<file path="config.mk">
export PLATFORM = sky130hd
export DESIGN_NAME = trace_gen
export DESIGN_NICKNAME = d
export VERILOG_FILES = /design/src/rtl/trace_gen.sv
export SDC_FILE = /design/constraint.sdc
export NUM_CORES = 1
export LEC_CHECK = 0
export CAP_MARGIN = 20
export CORE_ASPECT_RATIO = 0.5
export CORE_MARGIN = 2
export CORE_UTILIZATION = 35
export CTS_CLUSTER_DIAMETER = 30
export DETAILED_ROUTE_END_ITERATION = 10
export PLACE_DENSITY = 0.64
export RECOVER_POWER = 25
export SLEW_MARGIN = 20
export SYNTH_ARGS = -nofsm -noshare
export SYNTH_HDL_FRONTEND = slang
export SYNTH_SLANG_ARGS = --single-unit
export TNS_END_PERCENT = 1
</file>
<file path="constraint.sdc">
create_clock -name clk -period 15.4 [get_ports clk]
set_clock_uncertainty 0.1 [all_clocks]
set_input_delay 3.08 -clock clk [delete_from_list [all_inputs] [get_ports clk]]
set_output_delay 3.08 -clock clk [all_outputs]
set_load 0.02 [all_outputs]
</file>
<file path="src/rtl/trace_gen.sv">
// Address-trace source: emits `count` addresses (SEQ / LOOP / RAND) as one-cycle
// strobes at a programmable pace. RAND mode and its LFSR exist only with TRACE_GEN_LFSR_EN.
module trace_gen #(
    parameter int ADDR_W = 32,
    parameter int CNT_W  = 20
) (
    input  logic              clk,
    input  logic              reset,
    input  logic              start,
    input  logic [1:0]        mode,
    input  logic [ADDR_W-1:0] base_addr,
    input  logic [15:0]       stride,
    input  logic [15:0]       window,
    input  logic [15:0]       count,
    input  logic [3:0]        gap,
    input  logic [31:0]       seed,
    input  logic              pause,
    output logic              trace_ready,
    output logic [ADDR_W-1:0] mem_addr,
    output logic              busy,
    output logic              done,
    output logic [CNT_W-1:0]  issued
);
    // state  | meaning
    // IDLE   | waiting for the first start after reset
    // ISSUE  | strobe cycle when trace_ready=1, otherwise held by pause
    // GAP    | idle spacing between strobes
    // DONE   | run finished, done held until the next accepted start
    typedef enum logic [1:0] {S_IDLE, S_ISSUE, S_GAP, S_DONE} state_t;

    localparam logic [1:0] M_LOOP = 2'd1;

    state_t            state_q;
    logic [1:0]        mode_q;
    logic [ADDR_W-1:0] base_q, offset_q, mem_addr_q;
    logic [15:0]       stride_q, window_q, remaining_q;
    logic [3:0]        gap_q, gap_cnt_q;
    logic [CNT_W-1:0]  issued_q;
    logic              trace_ready_q, done_q;

    logic              accept, issue_slot, emit;
    logic [1:0]        cur_mode;
    logic [ADDR_W-1:0] cur_base, cur_off, off_step, off_d, addr_d;
    logic [15:0]       cur_stride, cur_window, cur_remaining;
    logic [16:0]       win_ext;

`ifdef TRACE_GEN_LFSR_EN
    localparam logic [1:0] M_RAND = 2'd2;
    logic [31:0] lfsr_q, cur_lfsr, lfsr_d, seed_nz;
`else
    logic unused_seed;
    assign unused_seed = ^seed;
`endif

    // A start from IDLE/DONE is folded into the same edge so the first strobe appears at N+1.
    always_comb begin
        accept        = ((state_q == S_IDLE) || (state_q == S_DONE)) && start;
        cur_mode      = accept ? mode      : mode_q;
        cur_base      = accept ? base_addr : base_q;
        cur_stride    = accept ? stride    : stride_q;
        cur_window    = accept ? window    : window_q;
        cur_remaining = accept ? count     : remaining_q;
        cur_off       = accept ? '0        : offset_q;
        issue_slot    = (accept && (count != 16'd0))
                     || ((state_q == S_ISSUE)
                         && (!trace_ready_q || ((remaining_q != 16'd0) && (gap_q == 4'd0))))
                     || ((state_q == S_GAP) && (gap_cnt_q == 4'd1));
        emit          = issue_slot && !pause;
        off_step      = cur_off + ADDR_W'(cur_stride);
        win_ext       = (cur_window == 16'd0) ? 17'h10000 : {1'b0, cur_window};
        addr_d        = cur_base + cur_off;
        off_d         = off_step;
        if ((cur_mode == M_LOOP) && ({1'b0, off_step} >= (ADDR_W+1)'(win_ext)))
            off_d = '0;
`ifdef TRACE_GEN_LFSR_EN
        seed_nz  = (seed == 32'd0) ? 32'd1 : seed;
        cur_lfsr = accept ? seed_nz : lfsr_q;
        lfsr_d   = {1'b0, cur_lfsr[31:1]} ^ (cur_lfsr[0] ? 32'h8020_0003 : 32'd0);
        if (cur_mode == M_RAND)
            addr_d = cur_base + ADDR_W'(cur_lfsr[15:0] & (cur_window - 16'd1));
`endif
    end

    always_ff @(posedge clk) begin
        if (!reset) begin
            state_q       <= S_IDLE;
            mode_q        <= 2'd0;
            base_q        <= '0;
            offset_q      <= '0;
            mem_addr_q    <= '0;
            stride_q      <= 16'd0;
            window_q      <= 16'd0;
            remaining_q   <= 16'd0;
            gap_q         <= 4'd0;
            gap_cnt_q     <= 4'd0;
            issued_q      <= '0;
            trace_ready_q <= 1'b0;
            done_q        <= 1'b0;
`ifdef TRACE_GEN_LFSR_EN
            lfsr_q        <= 32'd1;
`endif
        end else begin
            trace_ready_q <= emit;
            case (state_q)
                S_IDLE, S_DONE: begin
                    if (start) begin
                        mode_q      <= mode;
                        base_q      <= base_addr;
                        stride_q    <= stride;
                        window_q    <= window;
                        gap_q       <= gap;
                        remaining_q <= count;
                        offset_q    <= '0;
                        issued_q    <= '0;
                        done_q      <= (count == 16'd0);
                        state_q     <= (count == 16'd0) ? S_DONE : S_ISSUE;
`ifdef TRACE_GEN_LFSR_EN
                        lfsr_q      <= seed_nz;
`endif
                    end
                end
                S_ISSUE: begin
                    if (trace_ready_q) begin
                        if (remaining_q == 16'd0) begin
                            state_q <= S_DONE;
                            done_q  <= 1'b1;
                        end else if (gap_q != 4'd0) begin
                            state_q   <= S_GAP;
                            gap_cnt_q <= gap_q;
                        end
                    end
                end
                S_GAP: begin
                    if (gap_cnt_q == 4'd1) state_q <= S_ISSUE;
                    else                   gap_cnt_q <= gap_cnt_q - 4'd1;
                end
                default: state_q <= S_IDLE;
            endcase
            // Emission overrides the descriptor defaults written on the start edge.
            if (emit) begin
                mem_addr_q  <= addr_d;
                offset_q    <= off_d;
                remaining_q <= cur_remaining - 16'd1;
                issued_q    <= accept ? CNT_W'(1)
                             : ((&issued_q) ? issued_q : issued_q + CNT_W'(1));
`ifdef TRACE_GEN_LFSR_EN
                lfsr_q      <= lfsr_d;
`endif
            end
        end
    end

    assign trace_ready = trace_ready_q;
    assign mem_addr    = mem_addr_q;
    assign busy        = (state_q == S_ISSUE) || (state_q == S_GAP);
    assign done        = done_q;
    assign issued      = issued_q;
endmodule

</file>
# [Word-level counts from Yosys, hierarchy flattened]
# Index checks and enable logic that the tools add are counted.
[totals] reg_bits=178 inputBits=122 out_inout_bits=55 word_cells=102
[op_classes] n_addsub=5 magnitude_cmp=1 n_eq_ne=14 n_mux=35 n_reduce_logical=34
[ops] op="$mux 32" count=6
[ops] op="$mux 20" count=5
[ops] op="$mux 16" count=6
[ops] op="$logic_not 16->1" count=3
[ops] op="$add 32x16->32" count=1
[ops] op="$add 32x32->32" count=1
[ops] op="$ge 32x17->1" count=1
[ops] op="$reduce_bool 16->1" count=2
[ops] op="$add 20x1->20 const B" count=1
[ops] op="$reduce_and 20->1" count=1
[ops] op="$mux 17" count=1
[ops] op="$mux 4" count=4
[ops] op="$sub 16x1->16 const B" count=1
[ops] op="$mux 2" count=7
[ops] op="$ne 2x2->1 const B" count=4
[ops] op="$pmux 4 s2" count=1
[ops] op="$reduce_and 4->1" count=2
[ops] op="$reduce_bool 2->1" count=4
[ops] op="$logic_and 1x1->1" count=7
[ops] op="$ne 2x1->1 const B" count=3
[ops] op="$pmux 2 s3" count=1
[ops] op="$logic_or 1x1->1" count=5
[ops] op="$reduce_and 5->1" count=1
[ops] op="$eq 2x1->1 const B" count=2
[ops] op="other kinds (14)" count=19

# [Depth between registers and ports, before layout]
[logic_depth] word_depth=10 mapped_depth=32 ltp_nobuf=24

# [Worst setup path before layout]
# Ideal clock, no wire load.
[synth_path] path_type="in2reg" startpoint="input start" endpoint="register offset_q[10]" setup_ns=0.073 arrival_time_ns=8.514 t_required_ns=15.227 slack_ns=6.713 cell_stages=28 n_path_buf=8 path_cell_list="nand2_1 -> buf_4 -> buf_4 -> buf_2 -> clkbuf_1 -> clkbuf_1 -> clkbuf_1 -> clkbuf_1 -> and2_1 -> ha_1 -> a21boi_0 -> a21o_1 -> a41o_1 -> inv_1 -> o21ai_0 -> xor2_1 -> ha_1 -> a21oi_1 -> o21ai_0 -> a2111oi_0 -> a211oi_1 -> o31a_1 -> nor4b_1 -> o2111ai_1 -> nor3_2 -> nand2_2 -> buf_6 -> o211ai_2"
[synth_between] elab_chain_len=8 elab_cells_between_ends=20 cone_classes="add/sub (1); order compare (1); eq/ne (1); mux (7); reduce/logical (10)"
[synth_lines] element="from (decl)" line_no="9" source="input logic start,"
[synth_lines] element="branches (longest 8 deep; another with $add 32x16->32)"
[synth_lines] element="to (signal assigned)" line_no="89" source="offset_q <= '0;"
[synth_lines] element="to (signal assigned)" line_no="113" source="offset_q <= '0;"
[synth_lines] element="to (signal assigned)" line_no="142" source="offset_q <= off_d;"
[synth_lines] element="to (decl)" line_no="35" source="logic [ADDR_W-1:0] base_q, offset_q, mem_addr_q;"
# Parallel ways; which one is timed is not known.
# A chain may end at the register's enable or synchronous reset.

# [Worst setup path after layout]
[layout_path] startpoint="input start" endpoint="register offset_q[0]"
# Same word-level chain as after synthesis.

==> impl_results.md <==
* GR Overflow Total at 0
* Initial Utilization at 35.63%
* WL final at 32500 um
* Via/cell ratio at 5.323
* Root buffer cell: clkbuf_16
* Setup tns final at 0 ns
* Detailed router's first-iteration violation count at 905
* Total of warnings raised by yosys at 0
* Synth Register Bits at 178
* Commonest non-fill, non-tap cell in the layout: nand2_1
* Share of layout cells above drive strength 1 at 5.709%
* Sw power at 929.1 uW
* Most frequent cells in the layout: nand2_1, dfxtp_1, a21oi_1
* Top_reg_cell synth: dfxtp_1
* Initial antenna violation count at 0
* Die W at 258.1 um
* Syn nets at 1636
* WHS at 0.3495 ns
* Cell count after synthesis at 1457
* CP endpoint kind: register
* # rows at 46
* Mapped cell area at 11300 sq um
* Remaining DRCs at 0
* CTS Buffer Depth at 2
* Layout area overhead at 20.60%
* Buffers on Ports at 144
* Reg power frac at 30.8%
* Wirelength per Cell at 16.32 um
* RSZ-0062 raised after global routing: no
* Setup CP Type: input pin to register
* # hold bufs at CTS at 0
* Pin count of the biggest net entering global routing at 79
* Worst Path Required at 15.67 ns
* Layout Nets at 1725
* Max_slew headroom at -51.64%
* Syn Area/Cell at 7.755 sq um
* Worst reg-to-reg setup slack at 8.33 ns
* Final Hold Violating Endpoints at 0
* Sequential share of the synthesized area at 31.54%
* Htree depth at 4
* Failing checks: max-capacitance violations, max-slew violations
* Clock share of power at 21.6%
* Leak at 0.005617 uW
* Core ar. at 31710 sq um
* Fin crit share at 65.09%
* Area of the die at 33820 sq um
* Setup Viol. Count Final at 0
* VDD IR max at 0.08410 mV
* Placer Congestion at 0.8785
* First-pass GRT wire length at 51480 um
* PwrDens at 152.1 nW/um^2
* Final Max Slew Viols at 64
* Design area at 13630 sq um
* Number of global-route vias before repair at 9633
* # Post-CTS Setup Buffers at 0
* Antenna Cells at 0
* Combinational power share at 47.6%
* Post-CTS Resized at 0
* Clk Latency, worst-skew pair at 0.46 ns
* CP startpoint kind: input pin
* EDFF count, synth at 0
* CTS tree: yes
* Fillcell total at 3172
* Max Freq at 0.09975 GHz
* Ys async rst share at 0%
* Tightest Hold Check Type: register to register
* DP Area at 13030 sq um
* Via count at 10600
* Crit Path Max Fanout at 78
* Status: finished, violations left
* Sink Count at 178
* CP Data Arrival Time at 10.29 ns
* Num CTS Buffers at 17
* Internal power at 1143 uW
* Worst Tran Pin Value at 2.262 ns
* Switch share at 44.84%
* Final ANT Viol Nets at 0
* I/O pin count at 177
* Reg clk slew, reported paths at 0.08 ns
* Max cap viols at 1
* Minimum clock period at 10.02 ns
* All-Layer GR Usage at 19.20%
* Pre-Repair DR Iteration Count at 5
* Die Height at 131.0 um
* Count of cell types in the netlist at 81
* Dpl hpwl at 24190 um
stage by stage:
step	std cells	setup WS [ns]	utilization, %	power, uW
detailed placement	1959	5.032	41.08	1634
floorplan	1457	6.713	-	1353
CTS	1991	5.516	42.98	2087
global placement	1959	5.161	41.08	1625
global route	1991	4.662	42.97	2227
finish	1991	5.375	42.97	2072
power groups by stage:
stage,Sequential (uW),Combinational (uW),Clock (uW)
global placement,645,980,0
finish,637,986,448
detailed placement,647,987,0
global route,650,1100,479
CTS,637,992,459
floorplan,637,716,0
logic make-up (layout without fill, tap and decap cells):
group / Yosys count / count (layout) / share of synthesized area [%]
buf+inv: 116 / 218 / 4.230
compound gates: 365 / 365 / 22.04
flops: 178 / 178 / 31.54
mux: 44 / 44 / 4.020
simple gates: 599 / 599 / 24.23
xor+xnor: 96 / 96 / 7.442
fa+ha+maj: 59 / 59 / 6.501
cells in the mapped netlist (all sizes together), types with 13 or more instances:
| master | n | area (sq um) |
|---|---|---|
| and2 | 27 | 168.9 |
| ha | 57 | 713.2 |
| clkbuf | 56 | 210.2 |
| nand4 | 28 | 175.2 |
| nor4 | 13 | 81.33 |
| a31oi | 23 | 171.4 |
| a211oi | 16 | 120.1 |
| a21o | 28 | 210.2 |
| mux2i | 36 | 360.4 |
| o211ai | 29 | 267.8 |
| xor2 | 43 | 376.6 |
| dfxtp | 178 | 3563 |
| inv | 32 | 120.1 |
| o21ai | 46 | 230.2 |
| nor3 | 14 | 75.07 |
| nor2 | 106 | 397.9 |
| nand3 | 56 | 285.3 |
| o21a | 13 | 97.59 |
| a21oi | 132 | 660.6 |
| xnor2 | 53 | 464.2 |
| and3 | 16 | 100.1 |
| nand2 | 289 | 1087 |
| buf | 28 | 147.6 |
registers in the layout, summed over array words and instances (netlist names), 16 cells and up:
register     count
stride_q        16
mem_addr        32
remaining_q     16
issued          20
window_q        16
base_q          32
offset_q        32
final timing paths:
kind / startpoint / cells after the start / end
setup / recovery: start / 23 / offset_q[0]$_SDFFE_PN0P_
hold / removal: mem_addr[7]$_SDFFE_PN0P_ / 2 / mem_addr[7]$_SDFFE_PN0P_
setup reg to reg: state_q[0]$_SDFFE_PN0P_ / 24 / offset_q[0]$_SDFFE_PN0P_
hold reg to reg: mem_addr[7]$_SDFFE_PN0P_ / 2 / mem_addr[7]$_SDFFE_PN0P_
metal layers:
layer	routed length [um]	GRT usage [%]
met1	16200	27.45
met2	14220	29.93
met3	1639	3.472
met4	441	4.726
met5	0	0
critical path, cell delays in order:
cell,delay [ns]
clkdlybuf4s50_1,0.82
nand2_4,0.62
buf_4,0.76
nand2_1,0.15
nand2_1,0.13
ha_1,0.17
a21boi_0,0.30
a21o_1,0.21
a41o_1,0.34
inv_1,0.06
o21ai_0,0.30
xor2_1,0.34
ha_1,0.32
a21oi_1,0.14
o21ai_0,0.15
a2111oi_0,0.49
a211oi_1,0.16
o31a_1,0.32
nor4b_1,0.33
o2111ai_1,0.18
nor3_2,0.24
nand3_1,0.32
o31ai_1,0.30
cell type report:
cell class | instances | area, sq um | area share (%)
timing repair buffer | 154 | 1513 | 11.10
clock buffer | 17 | 425.4 | 3.122
inverter | 32 | 121.4 | 0.8907
clock inverter | 15 | 177.7 | 1.304
multi-input combinational | 1163 | 7284 | 53.46
sequential | 178 | 3563 | 26.15
tap | 432 | 540.5 | 3.967
(Power assumes the default switching activity.)
